`config.mk`:
```
export PLATFORM = sky130hd
export DESIGN_NAME = dac_serial_rx
export DESIGN_NICKNAME = d
export VERILOG_FILES = /design/src/rtl/dac_serial_rx.sv
export SDC_FILE = /design/constraint.sdc
export NUM_CORES = 1
export LEC_CHECK = 0
export ABC_AREA = 1
export BUFFER_PORTS_ARGS = -buffer_cell sky130_fd_sc_hd__clkbuf_2
export CORE_MARGIN = 5
export CORE_UTILIZATION = 48
export DETAILED_ROUTE_END_ITERATION = 6
export GPL_ROUTABILITY_DRIVEN = 0
export PLACE_DENSITY = 0.71
export SYNTH_ARGS = -nofsm -noshare
export SYNTH_HDL_FRONTEND = slang
export SYNTH_SLANG_ARGS = --single-unit
```
`constraint.sdc`:
```
create_clock -name clk -period 1.5 [get_ports clk]
set_clock_uncertainty 0.05 [all_clocks]
set_input_delay 0.225 -clock clk [delete_from_list [all_inputs] [get_ports clk]]
set_output_delay 0.225 -clock clk [all_outputs]
set_load 0.005 [all_outputs]
```
`src/rtl/dac_serial_rx.sv`:
```
// Serial DAC front end: assembles MSB-first frames from en/sdi bursts and
// moves the 12-bit code into the DAC output register on a good soc.
// Malformed frames (short, overrun, bad header) raise a sticky frame_err
// that the next good frame clears.
module dac_serial_rx #(
  parameter int FRAME_BITS = 16,
  parameter int DATA_BITS  = 12,
  parameter int BURST_BITS = 8,
  parameter int CHECK_HDR  = 1
) (
  input  logic                                 clk,
  input  logic                                 rst_n,
  input  logic                                 en,
  input  logic                                 sdi,
  input  logic                                 soc,
  output logic [DATA_BITS-1:0]                 dac_code,
  output logic                                 dac_update,
  output logic                                 burst_done,
  output logic                                 frame_err,
  output logic [$clog2(FRAME_BITS+1)-1:0]      bit_cnt
);

  localparam int CNT_W    = $clog2(FRAME_BITS + 1);
  localparam int HDR_BITS = FRAME_BITS - DATA_BITS;

  localparam logic [CNT_W-1:0] FRAME_CNT = CNT_W'(FRAME_BITS);
  localparam logic [CNT_W-1:0] BURST_CNT = CNT_W'(BURST_BITS);
  localparam logic [CNT_W-1:0] CNT_ONE   = CNT_W'(1);

  typedef enum logic [2:0] {
    S_IDLE,    // no bits of a frame captured yet
    S_SHIFT,   // capturing, gaps between bursts allowed
    S_FULL,    // all frame bits in, waiting for soc
    S_UPDATE,  // one cycle: commit code to the DAC register
    S_ERR      // one cycle: flag the error and drop the frame
  } state_e;

  state_e                  state_q,      state_d;
  logic [FRAME_BITS-1:0]   shift_q,      shift_d;
  logic [CNT_W-1:0]        bit_cnt_q,    bit_cnt_d;
  logic [DATA_BITS-1:0]    dac_code_q,   dac_code_d;
  logic                    frame_err_q,  frame_err_d;
  logic                    burst_done_q, burst_done_d;
  logic                    upd_seen_q,   upd_seen_d;
  logic                    dac_update_q, dac_update_d;

  // Header passes when checking is disabled or all header bits are zero.
  function automatic logic hdr_ok(input logic [HDR_BITS-1:0] hdr);
    if (CHECK_HDR == 0) return 1'b1;
    return (hdr == '0);
  endfunction

  // A bit is only taken while a frame is being assembled and not yet full;
  // en in FULL, UPDATE or ERR never reaches the shift register.
  logic                  shift_accept;
  logic [FRAME_BITS-1:0] shift_next;
  logic [CNT_W-1:0]      cnt_next;

  // Candidate shift/count values if this cycle captures a bit.
  always_comb begin
    shift_accept = en && (bit_cnt_q < FRAME_CNT) &&
                   ((state_q == S_IDLE) || (state_q == S_SHIFT));
    shift_next   = {shift_q[FRAME_BITS-2:0], sdi};
    cnt_next     = bit_cnt_q + CNT_ONE;
  end

  // Next-state and datapath decode for the frame FSM.
  always_comb begin
    // NOTE: every variable gets a default before the case so no path leaves it unassigned (no latch).
    state_d      = state_q;
    shift_d      = shift_q;
    bit_cnt_d    = bit_cnt_q;
    dac_code_d   = dac_code_q;
    frame_err_d  = frame_err_q;
    burst_done_d = 1'b0;
    upd_seen_d   = (state_q == S_UPDATE);
    dac_update_d = upd_seen_q;

    if (shift_accept) begin
      shift_d      = shift_next;
      bit_cnt_d    = cnt_next;
      burst_done_d = ((cnt_next % BURST_CNT) == '0);
    end

    case (state_q)
      S_IDLE: begin
        // soc with nothing captured is the controller's idle tick: ignore it.
        if (en) state_d = S_SHIFT;
      end

      S_SHIFT: begin
        if (soc) begin
          // A bit arriving alongside soc is taken first, so soc on the
          // last bit still judges a complete frame.
          if (shift_accept && (cnt_next == FRAME_CNT) &&
              hdr_ok(shift_next[FRAME_BITS-1:DATA_BITS]))
            state_d = S_UPDATE;
          else
            state_d = S_ERR;
        end else if (shift_accept && (cnt_next == FRAME_CNT)) begin
          state_d = S_FULL;
        end
      end

      S_FULL: begin
        // Overrun beats soc when both arrive together.
        if (en)
          state_d = S_ERR;
        else if (soc)
          state_d = hdr_ok(shift_q[FRAME_BITS-1:DATA_BITS]) ? S_UPDATE : S_ERR;
      end

      S_UPDATE: begin
        dac_code_d  = shift_q[DATA_BITS-1:0];
        frame_err_d = 1'b0;
        bit_cnt_d   = '0;
        state_d     = S_IDLE;
      end

      S_ERR: begin
        frame_err_d = 1'b1;
        bit_cnt_d   = '0;
        shift_d     = '0;
        state_d     = S_IDLE;
      end

      default: state_d = S_IDLE;
    endcase
  end

  // State and datapath registers; reset discards any partial frame.
  always_ff @(posedge clk or negedge rst_n) begin
    // NOTE: registers use non-blocking assignments so every flop samples pre-edge values.
    if (!rst_n) begin
      state_q      <= S_IDLE;
      shift_q      <= '0;
      bit_cnt_q    <= '0;
      dac_code_q   <= '0;
      frame_err_q  <= 1'b0;
      burst_done_q <= 1'b0;
      upd_seen_q   <= 1'b0;
      dac_update_q <= 1'b0;
    end else begin
      state_q      <= state_d;
      shift_q      <= shift_d;
      bit_cnt_q    <= bit_cnt_d;
      dac_code_q   <= dac_code_d;
      frame_err_q  <= frame_err_d;
      burst_done_q <= burst_done_d;
      upd_seen_q   <= upd_seen_d;
      dac_update_q <= dac_update_d;
    end
  end

  assign dac_code   = dac_code_q;
  assign dac_update = dac_update_q;
  assign burst_done = burst_done_q;
  assign frame_err  = frame_err_q;
  assign bit_cnt    = bit_cnt_q;

endmodule

```
==> results by group <==
Run status
  – Outcome: finished with violations
  – Failing checks: negative setup slack

Setup path
  – Req. time, crit path: 1.75 ns
  – CP Capture Type: register
  – Setup Crit Path Kind: register to register
  – Worst-case reg-to-reg path depth: 8
  – Crit Path Max Fanout: 3
  – Arr. time, crit path: 1.76 ns
  – Crit start category: register
  – Reg-to-reg slack, setup: -0.01 ns

Layout
  – Multi-input gate area: 564 µm²
  – N_diodes: 0
  – Share of cells above drive strength 1: 26.8%
  – P&R area growth vs syn: 19.9%
  – FF/Latch Area: 1000 µm²
  – Fillers: 303
  – Nets: 226

Power
  – IR drop worst, VDD: 1040 µV
  – Power per cell area: 1990 nW/µm²
  – Leak Pwr: 1.02 nW

Drt
  – DR WL/cell: 12.6 µm
  – Via density: 5.05
  – Total number of vias: 1344
  – First-pass DRT Iterations: 5
  – Routed wire length: 3.34 mm
  – DRT antenna net count: 0
  – First DRT Iteration DRCs: 98
  – DRC viols: 0

Timing
  – Final Critical Period: 1.51 ns
  – Final Hold Viols: 0
  – Final Max Slew Viols: 0
  – Max frequency: 660 MHz
  – Period utilization: 101%
  – Worst-Margin Slew: 0.498 ns
  – Worst setup margin: -0.0142 ns
  – Max-Slew Margin vs Limit: 66.8%
  – Unrepaired setup endpoints after global routing: yes
  – TNS Setup: -0.0316 ns
  – Worst hold slack: 0.0768 ns
  – Final setup fails: 3

GRT
  – Vias in the first global route: 1331
  – Largest net degree at the start of global routing: 41
  – GR peak layer: met2
  – All-Layer GR Usage: 15.1%
  – Total grt overflow: 0
  – First-pass GRT wire length: 5.85 mm
  – M3 GR Usage: 4.64%
  – Initial antenna violation count: 0
  – Met2 global-route usage: 25.5%
  – Routing usage on met1: 17.5%

Placed design
  – Hpwl dp: 2.32 mm
  – Count of buffers from port buffering: 24

Synth
  – Mean post-synth cell area: 9.42 µm²
  – Cell accounting for the most synthesized area: dfrtp_1
  – Yosys cell types: 25
  – Synth warnings: 0
  – Post-synthesis cell count: 180
  – Synth top area share: 59.0%
  – Seq/Total Area, Yosys: 59.0%
  – Top post-synthesis cells by area: dfrtp_1 (59%), nand2_1 (7.3%), inv_1 (6.9%)
  – Syn Nets: 187
  – #FFs+latches synth: 40
  – Synth Cell Area: 1700 µm²

Die
  – Die Y: 69.4 µm
  – Horiz. Die Dim: 69.4 µm
  – Top Ports: 25
  – Std-Cell Rows: 21
  – Starting Density: 50.0%
  – Die area: 4820 µm²
  – Core Area: 3390 µm²

CTS
  – Worst-case clock buffer depth: 2
  – Num CTS Buffers: 5
  – Root Buffer: clkbuf_4
  – Worst-Skew Late Latency: 0.34 ns
  – Clock Pin Slew Worst Setup and Hold Paths: 0.12 ns
  – CTS H-Tree Depth: 2
  – Clock sinks: 40
  – CTS tree: built

Job
  – Maxcap violations: 0

Worst hold path
  – Worst hold path depth: 3
  – Worst Hold Class: input pin to register
==> placed cells by master, fill, tap and decap left out, types with 2 or more instances in the layout <==
cell type,Yosys,routed
nand2_2,0,3
clkbuf_4,0,5
clkbuf_2,1,24
buf_4,1,11
o21ai_1,4,4
nand3_1,12,12
inv_1,31,30
nand4_1,2,2
nor3_1,5,3
o21ai_0,15,15
o22ai_1,13,13
nand2_1,33,30
nor2_1,7,6
dfrtp_1,40,39
nor3_2,1,3
nor2_4,3,3
==> per-stage QoR <==
step | power [mW] | utilization (%) | cell area [µm²] | setup WS, ns | instances
floorplan | 2.79 | - | 1700 | 0.0259 | 180
global placement | 3.28 | 56.1 | 1900 | 0.0766 | 253
detailed placement | 3.38 | 56.1 | 1900 | 0.00694 | 253
CTS | 3.98 | 58.6 | 1990 | -0.00200 | 263
global route | 4.40 | 60.0 | 2030 | -0.111 | 266
finish | 4.04 | 60.0 | 2030 | -0.0142 | 266
==> routing by layer <==
layer  vias up  wire length, µm
met5         -                0
met4         0               45
met3         5              151
met2        28             1680
met1       643             1460
li1        668                -
==> layout make-up <==
type                       count  share of cell area [%]
multi-input combinational    103                    27.8
clock inverter                 1                   0.369
clock buffer                   7                    2.71
inverter                      32                    6.03
tap                           46                    2.83
timing repair buffer          37                    11.0
sequential                    40                    49.3
==> critical path, stage by stage, from the launching register on <==
cell     delay, ns
dfrtp_1       0.41
ha_2          0.21
nand2_1       0.08
nand2_2       0.07
nor2_2        0.09
nand4_1       0.16
o21ai_0       0.25
nand2_1       0.08
nand2_1       0.07
==> final timing paths <==
check,startpoint,endpoint
hold / removal,sdi,shift_q[0]$_DFFE_PN0P_
hold reg to reg,dac_update_d$_DFF_PN0_,dac_update$_DFF_PN0_
setup / recovery,bit_cnt[0]$_DFFE_PN0P_,state_q[0]$_DFFE_PN0P_
max in group asynchronous,rst_n,state_q[2]$_DFFE_PN0P_
setup reg to reg,bit_cnt[0]$_DFFE_PN0P_,state_q[0]$_DFFE_PN0P_
min in group asynchronous,rst_n,shift_q[0]$_DFFE_PN0P_
==> cell usage after synthesis <==
library cell / n
and2_1: 1
nand2_1: 33
nor3_1: 5
a21oi_1: 1
o21ai_1: 4
o211ai_1: 1
clkbuf_2: 1
nand4_1: 2
dfrtp_1: 40
a32o_1: 1
nand3_1: 12
inv_1: 31
o22ai_1: 13
nand2_4: 1
buf_4: 1
clkbuf_1: 1
nor3_2: 1
a21oi_2: 1
ha_1: 2
buf_6: 1
nor2_1: 7
o21ai_0: 15
nor2_4: 3
inv_2: 1
buf_2: 1
==> cell families (layout without fill, tap and decap cells) <==
group / after synthesis / in the layout / synth area share [%]
buf+inv: 37 / 77 / 9.00
simple gates: 65 / 65 / 18.2
flops: 40 / 40 / 59.0
compound gates: 36 / 36 / 12.3
fa+ha+maj: 2 / 2 / 1.48
==> where the power goes <==
group	leakage [nW]	total, mW	internal (mW)	switching (mW)
Clock	0.0315	0.570	0.230	0.340
Combinational	0.459	1.76	0.724	1.04
Sequential	0.533	1.71	1.48	0.231
==> flip-flops by register name (all words and copies together) (netlist names) <==
signal	cells
bit_cnt	5
burst_done	1
dac_code	12
dac_update	1
dac_update_d	1
frame_err	1
shift_q	16
state_q	3
==> repair_timing <==
item	4_1_cts	5_1_grt
buffers inserted	1	3
pin swaps	6	8
hold buffers	1	0
setup endpoints to repair	3	31
hold endpoints to repair	40	0
gates resized for setup	2	10
(Power assumes the default switching activity.)
